===== src/rtl/snake_key_dir.sv =====
// -----------------------------------------------------------------------------
// snake_key_dir
//
// Input front end for the snake game. The four raw push keys are active-low
// and asynchronous to clk. Each key goes through a two-flop synchronizer and
// then a debouncer. Every accepted press (a 1 -> 0 transition of the debounced
// level) produces a one-cycle pulse.
//
// The press pulses act as direction requests. A request is held as "pending"
// and is committed to the heading only on the movement step tick. A request
// that matches the heading, or that would turn the snake 180 degrees back
// into itself, is discarded.
//
// Ports
//   clk         system clock
//   rst_n       synchronous reset, active-low
//   key0_right  raw key, active-low, asynchronous
//   key1_left   raw key, active-low, asynchronous
//   key2_down   raw key, active-low, asynchronous
//   key3_up     raw key, active-low, asynchronous
//   step_tick   one-cycle pulse from the movement timer (commit point)
//   dir_reset   one-cycle pulse on game restart; heading back to right
//   key_pulse   registered press pulses {up, down, left, right}
//   dir_out     committed heading: 00 right, 01 left, 10 down, 11 up
//   dir_change  one-cycle pulse whenever dir_out takes a new value
// -----------------------------------------------------------------------------
module snake_key_dir #(
  parameter int DEBOUNCE_CYCLES = 500000,
  parameter int CNT_W           = 20
) (
  input  logic       clk,
  input  logic       rst_n,
  input  logic       key0_right,
  input  logic       key1_left,
  input  logic       key2_down,
  input  logic       key3_up,
  input  logic       step_tick,
  input  logic       dir_reset,
  output logic [3:0] key_pulse,
  output logic [1:0] dir_out,
  output logic       dir_change
);

  localparam logic [CNT_W-1:0] CNT_LAST = CNT_W'(DEBOUNCE_CYCLES - 1);

  // Raw keys packed so that the bit index equals the direction code.
  logic [3:0] key_raw;
  assign key_raw = {key3_up, key2_down, key1_left, key0_right};

  // ---------------------------------------------------------------------------
  // Per-key synchronizer, debouncer and press-pulse generator
  // ---------------------------------------------------------------------------
  logic [3:0] pulse_reg;

  generate
    for (genvar gi = 0; gi < 4; gi++) begin : g_key
      logic             sync1_reg;
      logic             sync2_reg;
      logic             stable_reg;
      logic             stable_prev_reg;
      logic [CNT_W-1:0] cnt_reg;

      always_ff @(posedge clk) begin
        if (!rst_n) begin
          sync1_reg       <= 1'b1;
          sync2_reg       <= 1'b1;
          stable_reg      <= 1'b1;
          stable_prev_reg <= 1'b1;
          cnt_reg         <= '0;
          pulse_reg[gi]   <= 1'b0;
        end else begin
          sync1_reg       <= key_raw[gi];
          sync2_reg       <= sync1_reg;
          stable_prev_reg <= stable_reg;
          // Pulse one cycle after the debounced level falls.
          pulse_reg[gi]   <= stable_prev_reg & ~stable_reg;

          if (sync2_reg == stable_reg) begin
            // Any return to the accepted level restarts the hold count.
            cnt_reg <= '0;
          end else if (cnt_reg == CNT_LAST) begin
            stable_reg <= sync2_reg;
            cnt_reg    <= '0;
          end else begin
            cnt_reg <= cnt_reg + 1'b1;
          end
        end
      end
    end
  endgenerate

  assign key_pulse = pulse_reg;

  // ---------------------------------------------------------------------------
  // Direction request validation and arbitration
  // ---------------------------------------------------------------------------
  logic [1:0] dir_reg;
  logic       dir_change_reg;
  logic       pending_valid_reg;
  logic [1:0] pending_dir_reg;

  // The reference heading for validation. On a commit cycle this is the
  // heading about to be committed, so a same-cycle request is checked
  // against where the snake will actually be going.
  logic [1:0] ref_dir;
  assign ref_dir = (step_tick && pending_valid_reg) ? pending_dir_reg : dir_reg;

  // A request is usable only when it is on the other axis from ref_dir.
  // Bit1 of the code selects the axis (0 horizontal, 1 vertical). Equal and
  // opposite directions share that bit, so one compare rejects both.
  logic [3:0] req_mask;

  generate
    for (genvar gi = 0; gi < 4; gi++) begin : g_req
      localparam logic [1:0] CODE = 2'(gi);
      assign req_mask[gi] = pulse_reg[gi] & (CODE[1] != ref_dir[1]);
    end
  endgenerate

  // Only requests that survived validation take part in arbitration, with
  // priority up > down > left > right. Because the direction code equals
  // the bit index, the highest set bit wins.
  logic       req_valid;
  logic [1:0] req_dir;

  always_comb begin
    req_valid = 1'b0;
    req_dir   = 2'b00;
    for (int c = 0; c < 4; c++) begin
      if (req_mask[c]) begin
        req_valid = 1'b1;
        req_dir   = 2'(c);
      end
    end
  end

  // ---------------------------------------------------------------------------
  // Pending request and committed heading
  // ---------------------------------------------------------------------------
  always_ff @(posedge clk) begin
    if (!rst_n) begin
      dir_reg           <= 2'b00;
      dir_change_reg    <= 1'b0;
      pending_valid_reg <= 1'b0;
      pending_dir_reg   <= 2'b00;
    end else if (dir_reset) begin
      // A restart overrides any tick or request in the same cycle.
      dir_reg           <= 2'b00;
      dir_change_reg    <= 1'b0;
      pending_valid_reg <= 1'b0;
    end else begin
      dir_change_reg <= 1'b0;

      if (step_tick && pending_valid_reg) begin
        dir_reg           <= pending_dir_reg;
        dir_change_reg    <= 1'b1;
        pending_valid_reg <= 1'b0;
      end

      // This comes last so that a request in the same cycle as a commit
      // becomes the new pending request. It waits for the next tick.
      if (req_valid) begin
        pending_dir_reg   <= req_dir;
        pending_valid_reg <= 1'b1;
      end
    end
  end

  assign dir_out    = dir_reg;
  assign dir_change = dir_change_reg;

endmodule


===== config.mk =====
export PLATFORM = sky130hd
export DESIGN_NAME = snake_key_dir
export DESIGN_NICKNAME = d
export VERILOG_FILES = /design/src/rtl/snake_key_dir.sv
export SDC_FILE = /design/constraint.sdc
export NUM_CORES = 1
export LEC_CHECK = 0
export CAP_MARGIN = 15
export CORE_MARGIN = 1
export CORE_UTILIZATION = 60
export DETAILED_ROUTE_END_ITERATION = 10
export MAX_ROUTING_LAYER = met4
export PLACE_DENSITY_LB_ADDON = 0.05
export REMOVE_ABC_BUFFERS = 1
export SETUP_SLACK_MARGIN = 0.5
export SLEW_MARGIN = 30
export SYNTH_ARGS = -nofsm -noshare
export SYNTH_HDL_FRONTEND = slang
export SYNTH_SLANG_ARGS = --single-unit

===== constraint.sdc =====
create_clock -name clk -period 6 [get_ports clk]
set_input_delay 1.8 -clock clk [delete_from_list [all_inputs] [get_ports clk]]
set_output_delay 1.8 -clock clk [all_outputs]
set_load 0.01 [all_outputs]

# ---- Word-level counts from Yosys, hierarchy flattened
# Cells that the tools add are included.
dict set report word_totals {
  ff_bits 106
  latchBits 0
  ramBits 0
  romBits 0
  inputBits 8
  output_inout_bits 7
  word_cells 83
  n_memories 0
}
dict set report classes {
  add_sub_neg 4
  mul 0
  div_mod_pow 0
  magnitude_cmp 0
  n_eq_ne 8
  shifts 0
  muxes 11
  bitwise 19
  reduce_logical 12
}
# cell n
set ops {}
lappend ops {{adder 20 x 1 -> 20 bit (second input constant)} 4}
lappend ops {{equality test 20 x 19 -> 1 bit (second input constant)} 4}
lappend ops {{OR reduction 3 bit} 4}
lappend ops {{NOT 1 bit} 11}
lappend ops {{AND reduction 2 bit} 5}
lappend ops {{bitwise AND 1 bit} 8}
lappend ops {{2-to-1 mux 1 bit} 8}
lappend ops {{2-to-1 mux 2 bit} 3}
lappend ops {{equality test 1 bit} 4}
lappend ops {{nonzero test 2 bit} 1}
lappend ops {{OR reduction 2 bit} 1}
lappend ops {{logical AND 1 bit} 1}

# ---- Longest topological paths before layout
dict set report depth {
  depth_word 8
  depth_mapped 7
  mapped_depth_nobuf 5
}

# ---- Least setup slack after synthesis
# No wires, ideal clock.
dict set report synth_timing {
  path_type {input -> register}
  startpoint {in step_tick}
  endpoint {reg pending_dir_reg[0]}
  setup_ps 119
  arrival_ps 2724
  required_time_ps 5881
  path_slack_ps 3157
  stages 4
  path_buffers 0
  path_cell_list {a21bo_2 -> and2_1 -> o311a_1 -> o221a_2}
}
dict set report synth_between {
  elab_chain_len 8
  word_cells_on_any_way 15
  classes_between {mux: 8; bitwise: 5; reduce/logical: 2}
}
# element line_no
set synth_lines {}
lappend synth_lines {{from (decl)} 37} ;# input logic step_tick,
lappend synth_lines {{logical AND 1 bit *} 106} ;# assign ref_dir = (step_tick && pending_valid_reg) ? pending_dir_reg : dir_reg;
lappend synth_lines {{2-to-1 mux 2 bit *} --}
lappend synth_lines {{bitwise AND 1 bit} 116} ;# assign req_mask[gi] = pulse_reg[gi] & (CODE[1] != ref_dir[1]);
lappend synth_lines {{2-to-1 mux 1 bit (4 in series)} 130} ;# if (req_mask[c]) begin
lappend synth_lines {{AND reduction 2 bit (no source line)} --}
lappend synth_lines {{to (signal assigned)} 163} ;# pending_dir_reg <= req_dir;
lappend synth_lines {{to (decl)} 100} ;# logic [1:0] pending_dir_reg;
# Mark *: on every way between the ends. The rest lies on a longest branch, timed or not.
# A chain may end at the register's enable or synchronous reset.

# ---- Final worst setup path
dict set report layout_timing {
  startpoint {in rst_n}
  endpoint {reg g_key[3].cnt_reg[17]}
}
dict set report layout_between {
  elab_chain_len 2
}
# element line_no
set layout_lines {}
lappend layout_lines {{from (decl)} 32} ;# input logic rst_n,
lappend layout_lines {{NOT 1 bit (no source line)} --}
lappend layout_lines {{OR reduction 3 bit (no source line)} --}
lappend layout_lines {{to (signal assigned)} 85} ;# cnt_reg <= cnt_reg + 1'b1;
lappend layout_lines {{to (decl)} 61} ;# logic [CNT_W-1:0] cnt_reg;
# No other way between the ends.

==> reports/metrics.cfg <==
[placement]
numPortBuffers = 14
postPlaceCellArea_sq_mm = 0.00469
placed_cells = 602
hpwl_um = 5550
gp_congestion = 0.833

[global_routing]
grt_pass1_vias = 3153
track_usage_pct = 22.6
grt_max_degree = 24
antenna_found_initial = 0
grt_overflow_total = 0
grt_pass1_wl_um = 13600

[sta]
maxSlewViolCount = 0
rsz0062_at_grt = false
hold_viol = 0
max-slew-margin-rel_pct = 45.0
max_freq_ghz = 0.300
worst_pin_slew_ps = 823
finalClockSkew_ps = 10.6
fin_crit_ps = 3330
fin_setup_tns_ps = 0
setup_violations = 0
hold_slack_ps = 412
final.period_utilization_pct = 55.5

[critical_path]
r2r_start = g_key[3].cnt_reg[0]$_SDFF_PP0_
crit_path_start = rst_n
critPathRequiredTime_ps = 6280
critical_path.max_stage_delay_ps = 990
worstSetupEndpointType = flip-flop
cp-start-kind = input port
crit_fanout = 23
cp-endpoint = g_key[3].cnt_reg[17]$_SDFF_PP0_
worst-r2r-cell-count = 5
path_class = input port to flip-flop
arrival_ps = 3610
worstPathBufferInverterCount = 1
crit_chain = clkdlybuf4s50_1 -> o211ai_2 -> a21oi_1
r2r_setup_slack_ps = 3250
path_delay_family = buffers and inverters
cpMaxStageDelayCell = clkdlybuf4s50_1
reg2reg_to = g_key[3].cnt_reg[5]$_SDFF_PP0_
cp_num_cells = 3

[yosys]
ys_ff_latch = 106
yosys.area.top_type = dfxtp_1
syn-cell-area_sq_mm = 0.00451
yosys-top-cells-area = dfxtp_1 47%, xor2_1 6.2%, nor2_1 6.2%
ys_types = 42
synth_edf_count = 0
ys.warnings.count = 0
synth-main-ff-cell = dfxtp_1
synthArstFlopShare_pct = 0
synthTopCellsByCount = 106 x dfxtp_1, 74 x nor2_1, 32 x nand3_1, 32 x xor2_1, 28 x nand2_1
synth-seq-area-share_pct = 47.1
yosysMostFrequentCell = dfxtp_1
avgSynthCellArea_sq_um = 8.89
synthCells = 507
synth_top_cell_area_share_pct = 47.1

[cts]
cts_setup_buffers = 0
cts_tree = yes
clkTransAtPathRegs_ps = 90
cts_inserted_buffers = 9
htreeDepth = 3
numClockSinks = 106
cts_root_buffer = clkbuf_8
cts_hold_buf = 0
clkLatencyLatePin_ps = 360
ctsResizeCount = 0
clock_path_buffers = 2

[hold_path]
hold_class = flip-flop to flip-flop

[final_layout]
nNetsFinal = 526
largest_reg_flops = 80
syn_to_final_growth_pct = 8.19
finalNonFillerCells = 618
fin_area_sq_mm = 0.00488
num_antenna_cells = 0
drive_above_1_share_pct = 5.59

[floorplan]
coreArea_sq_mm = 0.00725
die_area_sq_mm = 0.00786
die_h_um = 88.7
io_pins = 15
rows = 31
die_w_um = 88.7
start_util_pct = 62.2

[routing]
avgViaCountPerCell = 5.74
drc_errors = 0
first_iter_violations = 102
first_pass_iters = 4
ant_nets = 0
drt-wirelength-per-cell_um = 12.8
num_vias = 3549
routed_wl_um = 7930

[power]
power_density_mw_per_mm2 = 233
leakagePower_nw = 1.50
peakVddDrop_mv = 0.164

[flow_run]
cap_violations = 0

[outcome]
status = completed

[layer usage]
metal | GRT usage, % | vias to the layer above | share of wire, %
met4 | 8.65 | 0 | 1.8
met2 | 36.5 | 54 | 47
met3 | 5.69 | 19 | 3.4
li1 | - | 1802 | -
met1 | 27.1 | 1674 | 47
met5 | - | - | 0
[report_power, final]
group / switching [mW] / internal (mW) / total [mW]
clock: 0.227 / 0.184 / 0.410
sequential: 0.00171 / 0.706 / 0.708
combinational: 0.00948 / 0.00738 / 0.0169
total: 0.238 / 0.897 / 1.14
[stage by stage]
stage | setup slack, ps | power, mW | util (%)
2_1_floorplan | 3160 | 0.732 | -
3_3_place_gp | 2180 | 0.741 | 64.5
6_report | 2670 | 1.14 | 67.2
3_5_place_dp | 2240 | 0.742 | 64.6
4_1_cts | 2630 | 1.15 | 67.2
5_1_grt | 2480 | 1.18 | 67.2
[cells in the final DEF (no fill, tap or decap), types with 4 or more instances in the layout]
master,synthesis,final
a21oi_1,26,26
nor4_1,10,10
nor3_1,5,5
nor2_1,74,74
xor2_1,32,32
o31ai_1,11,11
o21ai_0,17,17
inv_1,16,16
xnor2_1,22,22
nand2b_1,15,15
dfxtp_1,106,106
or4_1,13,13
and4_1,9,9
and3_1,5,5
nand4_1,25,25
clkbuf_8,0,12
or3_1,13,13
ha_1,4,4
clkdlybuf4s50_1,0,14
nand3_1,32,32
nand2_1,28,28
[worst min path at each step]
stage / slack, ps / cells after the start / start / to
finish: 410 / 1 / g_key[1].sync1_reg$_SDFF_PN1_ / g_key[1].sync2_reg$_SDFF_PN1_
global route: 430 / 2 / g_key[3].stable_prev_reg$_SDFF_PN1_ / key_pulse[3]$_SDFF_PN0_
CTS: 420 / 1 / g_key[1].sync1_reg$_SDFF_PN1_ / g_key[1].sync2_reg$_SDFF_PN1_
detailed placement: 390 / 1 / g_key[1].sync1_reg$_SDFF_PN1_ / g_key[1].sync2_reg$_SDFF_PN1_
global placement: 390 / 1 / g_key[1].sync1_reg$_SDFF_PN1_ / g_key[1].sync2_reg$_SDFF_PN1_
floorplan: 390 / 1 / g_key[0].sync1_reg$_SDFF_PN1_ / g_key[0].sync2_reg$_SDFF_PN1_
[cells by family (layout without fill, tap and decap cells)]
| group | after synthesis | in the layout | synth area share [%] |
|---|---|---|---|
| multiplexers | 1 | 1 | 0.250 |
| buffers and inverters | 34 | 46 | 3.47 |
| flip-flops | 106 | 106 | 47.1 |
| AO/OA/AOI/OAI | 65 | 65 | 8.80 |
| XOR/XNOR | 54 | 54 | 10.5 |
| AND/OR/NAND/NOR | 243 | 243 | 28.8 |
| adder cells (fa/ha/maj) | 4 | 4 | 1.11 |
[layout make-up]
cell class / instances / area (sq um)
tap: 99 / 124
multi-input combinational: 367 / 2240
clock inverter: 4 / 25.0
inverter: 16 / 60.1
timing repair buffer: 14 / 140
sequential: 106 / 2120
fill: 627 / 2380
clock buffer: 12 / 165
Power figures use the tool's default switching activity.
